## config.mk

```make
export PLATFORM = sky130hd
export DESIGN_NAME = emissor_msi_n
export DESIGN_NICKNAME = d
export VERILOG_FILES = /design/src/rtl/emissor_msi_n.sv
export SDC_FILE = /design/constraint.sdc
export NUM_CORES = 1
export LEC_CHECK = 0
export CORE_UTILIZATION = 45
export CTS_BUF_LIST = sky130_fd_sc_hd__clkbuf_8 sky130_fd_sc_hd__clkbuf_16
export CTS_CLUSTER_DIAMETER = 120
export CTS_CLUSTER_SIZE = 16
export DETAILED_ROUTE_END_ITERATION = 12
export PLACE_DENSITY = 0.65
export SLEW_MARGIN = 0
export SYNTH_ARGS = -nofsm -noshare
export SYNTH_HDL_FRONTEND = slang
export SYNTH_SLANG_ARGS = --single-unit
```

## constraint.sdc

```tcl
create_clock -name Clk -period 5.47 [get_ports Clk]
set_input_delay 0.547 -clock Clk [delete_from_list [all_inputs] [get_ports Clk]]
set_output_delay 0.547 -clock Clk [all_outputs]
set_load 0.01 [all_outputs]
```

## src/rtl/emissor_msi_n.sv

```systemverilog
// emissor_msi_n: requester-side MSI controller for a direct-mapped cache (optional snoop port: SNOOP_INV_EN)
module emissor_msi_n #(
    parameter int ADDR_W = 8,
    parameter int IDX_W  = 2
) (
    input  logic              Clk,
    input  logic              Rst_n,
    input  logic              alternar,
    input  logic              cpu_valid,
    input  logic              cpu_op,
    input  logic [ADDR_W-1:0] cpu_addr,
    output logic              cpu_ready,
    output logic              cpu_done,
    output logic              cpu_hit,
    output logic [1:0]        line_state,
    output logic              bus_req,
    output logic [1:0]        bus_msg,
    output logic [ADDR_W-1:0] bus_addr,
    output logic              bus_wb,
`ifdef SNOOP_INV_EN
    input  logic              snoop_valid,
    input  logic [1:0]        snoop_msg,
    input  logic [ADDR_W-1:0] snoop_addr,
    output logic              snoop_ready,
    output logic              snoop_wb,
`endif
    input  logic              bus_ack
);
    localparam int NUM_LINES = 2 ** IDX_W;
    localparam int TAG_W = ADDR_W - IDX_W;
    localparam logic [1:0] ST_I = 2'b00;
    localparam logic [1:0] ST_S = 2'b01;
    localparam logic [1:0] ST_E = 2'b10;
    localparam logic [1:0] MSG_RD = 2'b01;
    localparam logic [1:0] MSG_WR = 2'b10;
    localparam logic [1:0] MSG_INV = 2'b11;

    typedef enum logic [2:0] {IDLE, LOOKUP, WB, BUS, RESP} fsm_t;

    fsm_t              fsm;
    logic [TAG_W-1:0]  tags [NUM_LINES];
    logic [1:0]        states [NUM_LINES];
    logic              req_op;
    logic [ADDR_W-1:0] req_addr;
    logic              hit_r;
    logic [1:0]        msg_r;
    logic              cpu_hit_r;
    logic [1:0]        line_state_r;

    logic [IDX_W-1:0]  idx;
    logic [TAG_W-1:0]  req_tag;
    logic [1:0]        lk_state;
    logic              lk_hit;
    logic [1:0]        fill;

    assign idx      = req_addr[IDX_W-1:0];
    assign req_tag  = req_addr[ADDR_W-1:IDX_W];
    assign lk_state = states[idx];
    assign lk_hit   = (lk_state != ST_I) && (tags[idx] == req_tag);
    assign fill     = (msg_r == MSG_RD) ? ST_S : ST_E;

    assign cpu_ready  = Rst_n && (fsm == IDLE) && !alternar;
    assign cpu_done   = (fsm == RESP);
    assign cpu_hit    = cpu_hit_r;
    assign line_state = line_state_r;
    assign bus_req    = (fsm == WB) || (fsm == BUS);
    assign bus_wb     = (fsm == WB);
    assign bus_msg    = (fsm == BUS) ? msg_r : 2'b00;
    assign bus_addr   = (fsm == WB) ? {tags[idx], idx} : (fsm == BUS) ? req_addr : '0;

`ifdef SNOOP_INV_EN
    logic [IDX_W-1:0] s_idx;
    logic [TAG_W-1:0] s_tag;
    logic             s_hit;

    assign snoop_ready = Rst_n && (fsm != LOOKUP) && (fsm != RESP);
    assign s_idx = snoop_addr[IDX_W-1:0];
    assign s_tag = snoop_addr[ADDR_W-1:IDX_W];
    assign s_hit = snoop_valid && snoop_ready && (snoop_msg != 2'b00)
                   && (states[s_idx] != ST_I) && (tags[s_idx] == s_tag);
`endif

    // Request FSM, line directory and snoop downgrades; own fills take priority over a same-edge snoop
    always_ff @(negedge Clk or negedge Rst_n) begin
        if (!Rst_n) begin
            fsm          <= IDLE;
            req_op       <= 1'b0;
            req_addr     <= '0;
            hit_r        <= 1'b0;
            msg_r        <= 2'b00;
            cpu_hit_r    <= 1'b0;
            line_state_r <= ST_I;
            for (int i = 0; i < NUM_LINES; i++) begin
                tags[i]   <= '0;
                states[i] <= ST_I;
            end
`ifdef SNOOP_INV_EN
            snoop_wb     <= 1'b0;
`endif
        end else begin
`ifdef SNOOP_INV_EN
            snoop_wb <= s_hit && (states[s_idx] == ST_E);
            if (s_hit)
                states[s_idx] <= (snoop_msg == MSG_RD) ? ST_S : ST_I;
`endif
            case (fsm)
                IDLE: begin
                    if (cpu_valid && cpu_ready) begin
                        req_op   <= cpu_op;
                        req_addr <= cpu_addr;
                        fsm      <= LOOKUP;
                    end
                end
                LOOKUP: begin
                    hit_r <= lk_hit;
                    msg_r <= (lk_hit && req_op) ? MSG_INV : req_op ? MSG_WR : MSG_RD;
                    if (lk_hit && (!req_op || lk_state == ST_E)) begin
                        cpu_hit_r    <= 1'b1;
                        line_state_r <= lk_state;
                        fsm          <= RESP;
                    end else if (!lk_hit && lk_state == ST_E) begin
                        fsm <= WB;
                    end else begin
                        fsm <= BUS;
                    end
                end
                WB: begin
                    if (bus_ack)
                        fsm <= BUS;
                end
                BUS: begin
                    if (bus_ack) begin
                        tags[idx]    <= req_tag;
                        states[idx]  <= fill;
                        cpu_hit_r    <= hit_r;
                        line_state_r <= fill;
                        fsm          <= RESP;
                    end
                end
                RESP: fsm <= IDLE;
                default: fsm <= IDLE;
            endcase
        end
    end
endmodule

```

==> run_results.csv, run 1 <==
group,metric,value,unit
cts,tritoncts,"yes",
timing,timing_worst_slew_pin_value,0.6261,ns
timing,relSlewSlack,0.5826,
routing,detailroute.via_count,1676,
synthesis,postSynthAreaPerCell,13.05,µm²
cells_and_area,signed_area_change_from_the_synthesized_netlist_to_the_final_layout,23.92,%
setup_path,ff2ff_setup_slack,2.54,ns
synthesis,postSynth.asyncResetShare,1.000,
synthesis,register_bit_count_reported_by_yosys,50,
routing,post_drt_wl_per_cell,16.96,µm
cts,number_of_hold_buffers_added_after_cts,0,
cts,cts_root_cell,"sky130_fd_sc_hd__clkbuf_8",
global_routing,grt_pass1_vias,1687,
floorplanning,io-pin-count,31,
synthesis,synth_ff_type,"sky130_fd_sc_hd__dfrtn_1",
setup_path,critical_path.startpoint_type,"register",
setup_path,cp.required,4.92,ns
timing,slew_viol_final,0,
pwr,irDropWorstVdd,250.5,µV
cts,cts_buffer_depth,2,
global_routing,grt.total_usage,0.2108,
placed_design,detailedPlacementHpwl,3752,µm
run_status,result_of_the_run,"finished, final reports clean",
synthesis,yosysSeqAreaShare,0.5155,
cts,clk_latency,0.30,ns
routing,viasPerCell,5.477,
timing,setup_ws,0.06992,ns
synthesis,synth_warnings,0,
routing,drt_wl_total,5189,µm
pwr,seq_power_share,0.393,
setup_path,crit_type,"reg -> out",
routing,ant_nets,0,
floorplanning,die_height,75.45,µm
synthesis,synth_nets,200,
pwr,total_power,0.001774,W
setup_path,critPathMaxFanout,3,
min_path,worst_hold_path.endpoint,"hit_r",
pwr,internal_power,0.001129,W
cts,clk_transition_reported_paths,0.06,ns
cells_and_area,net_count_reported_at_finish,249,
placed_design,pre_cts_slack,0.2792,ns
pwr,power_switching_share,0.3634,
synthesis,mappedNetlistArea,2427,µm²
routing,dr.pass1.iters,4,
global_routing,grt_pass1_wl,8618,µm
min_path,min_path_type,"reg -> reg",
cts,h-tree-depth,2,
cells_and_area,layout-drive-gt1-share,0.3305,
timing,finalSetupTns,0,ns
routing,dr.first_iter.drc_count,56,
placed_design,gp_congestion,0.7940,
timing,setup-violations-final,0,
pwr,static-leakage-power,1.391,nW
cells_and_area,design_area,3008,µm²
timing,finClkSkew,0.002990,ns
cts,clock_buffers_created_by_tritoncts,5,
routing,drt_drc_violations_left,0,
synthesis,post_synth_inst_count,186,
setup_path,crit_arrival,4.85,ns
setup_path,r2r_end,"line_state[0]",
synthesis,synth.lib_cells_used.distinct,35,
floorplanning,floorplan.die_area,5692,µm²
setup_path,crit_path_end_kind,"primary output",
floorplanning,initial_utilization,0.4722,
global_routing,grt_max_degree,51,
global_routing,number_of_antenna_violations_at_the_first_check_in_global_routing,0,
timing,report.final.hold_viol_count,0,
global_routing,globalRoute.totalOverflow,0,
floorplanning,core,5140,µm²
floorplanning,rows,26,
pwr,power_share_of_the_combinational_group,0.479,
placed_design,placement.io_buffers,30,
pwr,power-per-cell-area,589.7,nW/µm²
synthesis,number_of_synthesized_flops_with_an_enable_pin,0,
min_path,hold_start,"hit_r",
placed_design,dpl-instance-area,2864,µm²
pwr,p_switching,0.0006446,W
setup_path,regToRegStartpoint,"req_addr[0]",
cells_and_area,final_core_util,0.5852,
run,max_cap_viol_count,0,
cts,clock_sink_count,50,
cells_and_area,antenna_cells,0,
min_path,hold_depth,2,
pwr,power.share.clock,0.127,
setup_path,ff2ff_path_depth,8,
floorplanning,x_dimension_of_the_die,75.45,µm
## synthesized netlist by cell type, types with 2 or more instances
cell type,number,share of area
sky130_fd_sc_hd__inv_1,3,0.0046
sky130_fd_sc_hd__mux2_2,38,0.18
sky130_fd_sc_hd__a21oi_1,6,0.012
sky130_fd_sc_hd__nor2_1,14,0.022
sky130_fd_sc_hd__xnor2_1,6,0.022
sky130_fd_sc_hd__nand3_1,2,0.0041
sky130_fd_sc_hd__mux4_2,4,0.037
sky130_fd_sc_hd__and2_1,4,0.010
sky130_fd_sc_hd__nand2_1,16,0.025
sky130_fd_sc_hd__mux4_1,3,0.032
sky130_fd_sc_hd__and3_1,2,0.0052
sky130_fd_sc_hd__nand4_1,2,0.0052
sky130_fd_sc_hd__o21ai_0,5,0.010
sky130_fd_sc_hd__nand2b_1,2,0.0052
sky130_fd_sc_hd__dfrtn_1,50,0.52
sky130_fd_sc_hd__mux2_4,2,0.012
sky130_fd_sc_hd__clkbuf_1,3,0.0046
sky130_fd_sc_hd__mux2i_1,7,0.029
## layout make-up
| type | instances | area (µm²) |
|---|---|---|
| Inverter | 3 | 11.26 |
| Fill cell | 440 | 2132 |
| Multi-Input combinational cell | 126 | 1116 |
| Timing Repair Buffer | 49 | 446.7 |
| Clock inverter | 2 | 12.51 |
| Clock buffer | 6 | 82.58 |
| Sequential cell | 50 | 1251 |
| Tap cell | 70 | 87.58 |
## cells in the final DEF (no fill, tap or decap), types with 3 or more instances in the layout
| master | Yosys | routed |
|---|---|---|
| sky130_fd_sc_hd__dfrtn_1 | 50 | 50 |
| sky130_fd_sc_hd__mux2_2 | 38 | 38 |
| sky130_fd_sc_hd__clkdlybuf4s50_1 | 0 | 24 |
| sky130_fd_sc_hd__buf_4 | 0 | 18 |
| sky130_fd_sc_hd__nand2_1 | 16 | 15 |
| sky130_fd_sc_hd__nor2_1 | 14 | 14 |
| sky130_fd_sc_hd__mux2i_1 | 7 | 7 |
| sky130_fd_sc_hd__a21oi_1 | 6 | 6 |
| sky130_fd_sc_hd__xnor2_1 | 6 | 6 |
| sky130_fd_sc_hd__clkbuf_8 | 0 | 6 |
| sky130_fd_sc_hd__o21ai_0 | 5 | 5 |
| sky130_fd_sc_hd__mux4_2 | 4 | 4 |
| sky130_fd_sc_hd__and2_1 | 4 | 4 |
| sky130_fd_sc_hd__inv_1 | 3 | 3 |
| sky130_fd_sc_hd__mux4_1 | 3 | 3 |
| sky130_fd_sc_hd__dlymetal6s2s_1 | 0 | 3 |
## worst max-delay path, stage by stage, from the launching register on
cell and delay [ns]:
sky130_fd_sc_hd__dfrtn_1 0.47, sky130_fd_sc_hd__mux4_1 0.62, sky130_fd_sc_hd__mux2i_1 0.17, sky130_fd_sc_hd__nor2_1 0.08, sky130_fd_sc_hd__clkdlybuf4s50_1 0.48
## worst max-delay path by stage
| stage | from | end | slack, ns | depth (start not counted) |
|---|---|---|---|---|
| 4_1_cts | req_addr[0] | bus_addr[4] | 0.01 | 5 |
| 5_1_grt | req_addr[0] | bus_addr[7] | -0.02 | 4 |
| 2_1_floorplan | alternar | cpu_hit | 0.72 | 5 |
| 6_report | req_addr[0] | bus_addr[7] | 0.07 | 4 |
| 3_5_place_dp | req_addr[0] | bus_addr[6] | 0.28 | 5 |
| 3_3_place_gp | req_addr[1] | bus_addr[3] | 0.29 | 5 |
## stage by stage
| stage | std cells | hold slack (ns) |
|---|---|---|
| floorplan | 186 | 0.4001 |
| global placement | 293 | 0.4246 |
| detailed placement | 293 | 0.4445 |
| CTS | 302 | 0.4448 |
| global route | 306 | 0.4632 |
| finish | 306 | 0.4364 |
## power groups by stage
stage / combinational (W) / clock, W / sequential [W]
2_1_floorplan: 0.000607 / 0 / 0.000643
4_1_cts: 0.000835 / 0.000230 / 0.000701
6_report: 0.000850 / 0.000226 / 0.000698
3_5_place_dp: 0.000830 / 0 / 0.000705
3_3_place_gp: 0.000803 / 0 / 0.000693
5_1_grt: 0.000930 / 0.000246 / 0.000726
## cells by family after synthesis
logic type      share of synthesized area
flops                              0.5155
compound gates                    0.04742
xor+xnor                          0.02165
buf+inv                           0.02577
simple gates                       0.1026
mux                                0.2871
## state kept, by name, summed over array words and instances, names as in the netlist
register    count
tags           24
req_addr        8
states          8
fsm             3
line_state      2
msg_r           2
cpu_hit         1
hit_r           1
req_op          1
## metal layers
metal | up-vias | routed length, µm | share of wire | track usage
met1 | 864 | 2306 | 0.44 | 0.2821
li1 | 768 | - | - | -
met4 | 0 | 49 | 0.0094 | 0.07202
met5 | - | 0 | 0 | 0
met2 | 39 | 2624 | 0.51 | 0.3442
met3 | 5 | 208 | 0.040 | 0.04365
## timing repair
item,in CTS,in global routing
setup endpoints to repair,5,7
gates resized for setup,3,4
setup buffers,1,4
Power figures use the tool's default switching activity.
==> inputs of run 2 (changes only) <==
--- a/config.mk
+++ b/config.mk
@@ -11,6 +11,7 @@
 export CTS_CLUSTER_SIZE = 16
 export DETAILED_ROUTE_END_ITERATION = 12
 export PLACE_DENSITY = 0.65
+export RECOVER_POWER = 50
 export SLEW_MARGIN = 0
 export SYNTH_ARGS = -nofsm -noshare
 export SYNTH_HDL_FRONTEND = slang
==> run_results.csv, run 2 (synthesis gave the netlist of run 1 again) <==
group,metric,value,unit
cells_and_area,most_frequent_standard_cell_in_the_layout_excluding_fill_and_tap_cells,"sky130_fd_sc_hd__dfrtn_1",
setup_path,cp.required,4.92,ns
timing,relSlewSlack,0.5746,
global_routing,globalRoute.totalOverflow,0,
run_status,result_of_the_run,"finished, final reports clean",
timing,setup-violations-final,0,
placed_design,dpl-instance-area,2864,µm²
global_routing,grt_pass1_vias,1687,
pwr,power_switching_share,0.3645,
floorplanning,initial_utilization,0.4722,
placed_design,gp_congestion,0.7940,
pwr,internal_power,0.001126,W
cts,tritoncts,"yes",
cells_and_area,design_area,3004,µm²
setup_path,critPathMaxFanout,3,
pwr,p_switching,0.0006456,W
placed_design,placement.io_buffers,30,
setup_path,worst_path_max_delay_cell,"sky130_fd_sc_hd__mux4_1",
floorplanning,io-pin-count,31,
pwr,seq_power_share,0.394,
placed_design,placed_cells,293,
pwr,irDropWorstVdd,250.1,µV
cts,h-tree-depth,2,
routing,drt_wl_total,5213,µm
global_routing,grt_max_degree,51,
setup_path,critPathMaxStageDelay,0.62,ns
setup_path,critical_path.startpoint_type,"register",
routing,drt_drc_violations_left,0,
pwr,static-leakage-power,1.387,nW
routing,dr.pass1.iters,4,
timing,finClkSkew,0.003178,ns
pwr,power-per-cell-area,589.6,nW/µm²
routing,ant_nets,0,
cells_and_area,net_count_reported_at_finish,249,
cts,cts_root_cell,"sky130_fd_sc_hd__clkbuf_8",
placed_design,detailedPlacementHpwl,3752,µm
routing,viasPerCell,5.435,
cells_and_area,register_containing_the_most_flip_flops_in_the_final_layout,"tags",
cells_and_area,top_regs,"tags: 24 flops, req_addr: 8 flops, states: 8 flops",
cts,number_of_hold_buffers_added_after_cts,0,
timing,report.final.hold_viol_count,0,
cells_and_area,final_cell_mix,"50 x sky130_fd_sc_hd__dfrtn_1, 38 x sky130_fd_sc_hd__mux2_2, 24 x sky130_fd_sc_hd__clkdlybuf4s50_1",
min_path,min_path_type,"reg -> reg",
timing,timing_worst_slew_pin_value,0.6381,ns
floorplanning,x_dimension_of_the_die,75.45,µm
cells_and_area,layout-drive-gt1-share,0.3263,
global_routing,grt_pass1_wl,8618,µm
pwr,power.share.clock,0.127,
floorplanning,core,5140,µm²
floorplanning,die_height,75.45,µm
global_routing,grt.total_usage,0.2108,
routing,dr.first_iter.drc_count,51,
global_routing,number_of_antenna_violations_at_the_first_check_in_global_routing,0,
cts,clk_latency,0.30,ns
timing,finalSetupTns,0,ns
cts,cts_buffer_depth,2,
cells_and_area,signed_area_change_from_the_synthesized_netlist_to_the_final_layout,23.76,%
setup_path,crit_path_end_kind,"primary output",
setup_path,crit_arrival,4.85,ns
placed_design,pre_cts_slack,0.2792,ns
timing,slew_viol_final,0,
floorplanning,floorplan.die_area,5692,µm²
cts,clock_sink_count,50,
setup_path,cp_cell_sequence,"mux4_1, mux2i_1, nor2_1, clkdlybuf4s50_1",
cells_and_area,fillcell_total,442,
setup_path,crit_type,"reg -> out",
cells_and_area,largest_register_ffs,24,
cts,clk_transition_reported_paths,0.06,ns
cts,clock_buffers_created_by_tritoncts,5,
routing,detailroute.via_count,1663,
floorplanning,rows,26,
timing,setup_ws,0.06886,ns
cells_and_area,antenna_cells,0,
routing,post_drt_wl_per_cell,17.04,µm
pwr,total_power,0.001771,W
run,max_cap_viol_count,0,
cells_and_area,finalNonFillerCells,306,
pwr,power_share_of_the_combinational_group,0.478,
-- run 2: cell types whose count changed in the layout (fill, tap and decap cells not counted) --
cell and delta:
sky130_fd_sc_hd__clkbuf_1 +1, sky130_fd_sc_hd__and2_1 -1, sky130_fd_sc_hd__buf_4 -1, sky130_fd_sc_hd__and2_0 +1
-- run 2: cell type report --
| cell class | count | area [µm²] | area share |
|---|---|---|---|
| sequential | 50 | 1251 | 0.4165 |
| multi-input combinational | 126 | 1116 | 0.3715 |
| timing repair buffer | 49 | 442.9 | 0.1474 |
| tap | 70 | 87.58 | 0.02915 |
| clock buffer | 6 | 82.58 | 0.02749 |
| clock inverter | 2 | 12.51 | 0.004165 |
| inverter | 3 | 11.26 | 0.003748 |
-- run 2: critical path: cells and delay by family (launching register included) --
kind / cells / cell delay, ns
muxes: 2 / 0.79
buffers and inverters: 1 / 0.48
DFF: 1 / 0.47
and+or+nand+nor: 1 / 0.08
-- run 2: metal layers --
layer  wire length (µm)  GRT usage  up-vias
met5                  0          0        -
met4                 50    0.07202        0
met3                234    0.04365        5
met2               2641     0.3442       44
met1               2287     0.2821      845
li1                   -          -      769
-- run 2: power by group through the flow --
stage	sequential, W	combinational (W)	clock, W
finish	0.000699	0.000847	0.000226
floorplan	0.000643	0.000607	0
detailed placement	0.000705	0.000830	0
global placement	0.000693	0.000803	0
CTS	0.000701	0.000835	0.000230
global route	0.000727	0.000927	0.000246
-- run 2: through the flow --
step / hold WS (ns) / utilization
floorplan: 0.4001 / -
global placement: 0.4246 / 0.5572
detailed placement: 0.4445 / 0.5572
CTS: 0.4448 / 0.5774
global route: 0.4632 / 0.5845
finish: 0.4370 / 0.5845
-- run 2: worst paths after layout --
kind / from / endpoint / slack [ns] / cells past startpoint
worst max-delay path: req_addr[0] / bus_addr[7] / 0.07 / 4
worst min-delay path: hit_r / hit_r / 0.44 / 2
worst max register to register: req_addr[0] / line_state[0] / 2.32 / 8
worst min register to register: hit_r / hit_r / 0.44 / 2
max in group asynchronous: Rst_n / states[2] / 2.03 / 2
min in group asynchronous: Rst_n / fsm[2] / 2.97 / 2
-- run 2: repair_timing --
item                                    CTS  global route
cloned                                    0             0
endpoints found under the setup margin    5             7
setup buffers                             1             4
gates resized for setup                   3             4
==> inputs of run 3 (changes only) <==
--- a/config.mk
+++ b/config.mk
@@ -5,12 +5,13 @@
 export SDC_FILE = /design/constraint.sdc
 export NUM_CORES = 1
 export LEC_CHECK = 0
+export CORE_ASPECT_RATIO = 0.9
 export CORE_UTILIZATION = 45
 export CTS_BUF_LIST = sky130_fd_sc_hd__clkbuf_8 sky130_fd_sc_hd__clkbuf_16
 export CTS_CLUSTER_DIAMETER = 120
 export CTS_CLUSTER_SIZE = 16
 export DETAILED_ROUTE_END_ITERATION = 12
-export PLACE_DENSITY = 0.65
+export PLACE_DENSITY = 0.67
 export RECOVER_POWER = 50
 export SLEW_MARGIN = 0
 export SYNTH_ARGS = -nofsm -noshare
==> run_results.csv, run 3 (synthesis gave the netlist of run 1 again) <==
group,metric,value,unit
routing,viasPerCell,5.434,
cells_and_area,finalNonFillerCells,297,
pwr,total_power,0.001781,W
routing,drt_wl_total,5137,µm
pwr,power_share_of_the_combinational_group,0.463,
run,max_cap_viol_count,0,
floorplanning,rows,24,
setup_path,crit_type,"reg -> out",
cts,clock_buffers_created_by_tritoncts,5,
cts,tritoncts,"yes",
run_status,result_of_the_run,"finished, final reports clean",
pwr,power.share.clock,0.143,
cells_and_area,top_regs,"tags: 24 flops, req_addr: 8 flops, states: 8 flops",
setup_path,worst_path_max_delay_cell,"sky130_fd_sc_hd__mux4_2",
floorplanning,x_dimension_of_the_die,79.42,µm
cells_and_area,signed_area_change_from_the_synthesized_netlist_to_the_final_layout,21.96,%
floorplanning,floorplan.die_area,5692,µm²
setup_path,cp.required,4.92,ns
global_routing,globalRoute.totalOverflow,0,
setup_path,critical_path.startpoint_type,"register",
cts,cts_root_cell,"sky130_fd_sc_hd__clkbuf_8",
cells_and_area,register_containing_the_most_flip_flops_in_the_final_layout,"tags",
placed_design,detailedPlacementHpwl,3727,µm
cts,clk_latency,0.30,ns
pwr,power_switching_share,0.3599,
cells_and_area,largest_register_ffs,24,
timing,finalSetupTns,0,ns
timing,report.final.hold_viol_count,0,
setup_path,crit_arrival,4.81,ns
placed_design,placed_cells,287,
cells_and_area,net_count_reported_at_finish,245,
timing,grt_setup_unrepaired,"false",
global_routing,grt_max_degree,51,
cells_and_area,layout-drive-gt1-share,0.2931,
cells_and_area,fillcell_total,416,
min_path,hold_start,"tags[23]",
timing,slew_viol_final,0,
routing,post_drt_wl_per_cell,17.30,µm
routing,dr.first_iter.drc_count,86,
pwr,irDropWorstVdd,280.1,µV
global_routing,number_of_antenna_violations_at_the_first_check_in_global_routing,0,
global_routing,grt_pass1_vias,1675,
setup_path,critPathMaxFanout,4,
global_routing,grt_pass1_wl,8576,µm
setup_path,crit_path_end_kind,"primary output",
min_path,min_path_type,"reg -> reg",
pwr,power-per-cell-area,601.6,nW/µm²
placed_design,pre_cts_slack,0.1852,ns
setup_path,crit_buf_inv,2,
min_path,worst_hold_path.endpoint,"tags[23]",
timing,timing_worst_slew_pin_value,1.213,ns
cells_and_area,most_frequent_standard_cell_in_the_layout_excluding_fill_and_tap_cells,"sky130_fd_sc_hd__dfrtn_1",
routing,ant_nets,0,
pwr,static-leakage-power,1.365,nW
setup_path,ff2ff_path_depth,7,
placed_design,gp_congestion,0.7666,
timing,setup-violations-final,0,
pwr,p_switching,0.0006409,W
cells_and_area,antenna_cells,0,
cells_and_area,final_cell_mix,"50 x sky130_fd_sc_hd__dfrtn_1, 38 x sky130_fd_sc_hd__mux2_2, 23 x sky130_fd_sc_hd__clkdlybuf4s50_1",
timing,setup_ws,0.1102,ns
cts,h-tree-depth,2,
cts,clock_sink_count,50,
pwr,seq_power_share,0.394,
global_routing,grt.total_usage,0.2037,
floorplanning,core,5015,µm²
floorplanning,initial_utilization,0.4840,
cts,cts_buffer_depth,2,
setup_path,r2r_end,"line_state[1]",
setup_path,regToRegStartpoint,"req_addr[0]",
floorplanning,die_height,71.68,µm
setup_path,cp_cell_sequence,"buf_4, mux4_2, mux2i_1, nor2_1, clkdlybuf4s50_1",
setup_path,critPathTopFamily,"multiplexers",
cts,clk_transition_reported_paths,0.06,ns
routing,drt_drc_violations_left,0,
timing,finClkSkew,0.002215,ns
pwr,internal_power,0.001140,W
placed_design,placement.io_buffers,30,
cts,number_of_hold_buffers_added_after_cts,0,
setup_path,critPathMaxStageDelay,0.50,ns
floorplanning,io-pin-count,31,
routing,detailroute.via_count,1614,
min_path,hold_depth,1,
timing,relSlewSlack,0.1913,
routing,dr.pass1.iters,4,
setup_path,ff2ff_setup_slack,2.24,ns
run 3: area by class of cell:
type                            count  area (µm²)  share of cell area
Clock buffer                        5       68.82             0.02325
Clock inverter                      3       40.04             0.01352
Inverter                            3       11.26            0.003804
Multi-Input combinational cell    126        1112              0.3757
Sequential cell                    50        1251              0.4227
Tap cell                           65       81.33             0.02747
Timing Repair Buffer               45       395.4              0.1336
run 3: layer usage:
| metal | share of wire | wire, µm | global-route usage |
|---|---|---|---|
| met5 | 0 | 0 | 0 |
| met4 | 0.0023 | 12 | 0.03636 |
| met3 | 0.037 | 192 | 0.05096 |
| met2 | 0.49 | 2534 | 0.3429 |
| met1 | 0.47 | 2398 | 0.2702 |
run 3: what timing repair did:
action / 4_1_cts / 5_1_grt
resized for setup: 2 / 3
buffers inserted: 2 / 0
endpoints found under the setup margin: 3 / 3
cloned: 0 / 0
run 3: worst max path at each step:
stage | start | to | slack, ns | cells past startpoint
2_1_floorplan | alternar | cpu_hit | 0.72 | 5
3_3_place_gp | req_addr[0] | bus_addr[4] | 0.29 | 5
3_5_place_dp | req_addr[0] | bus_addr[5] | 0.19 | 5
4_1_cts | req_addr[0] | bus_addr[2] | 0.05 | 5
5_1_grt | req_addr[0] | bus_addr[6] | 0.03 | 5
6_report | req_addr[0] | bus_addr[6] | 0.11 | 5
run 3: through the flow:
stage	hold WS [ns]	instance area, µm²	utilization
floorplan	0.4001	2427	-
global placement	0.4254	2850	0.5684
detailed placement	0.4493	2850	0.5684
CTS	0.4496	2972	0.5926
global route	0.4603	2960	0.5903
finish	0.4455	2960	0.5903
run 3: power by group through the flow:
stage                     Combinational, W  Clock, W  Sequential, W
after floorplan                   0.000607         0       0.000643
after global placement            0.000806         0       0.000695
after detailed placement          0.000828         0       0.000708
after CTS                         0.000841  0.000261       0.000698
after global routing              0.000905  0.000278       0.000729
final                             0.000825  0.000254       0.000702
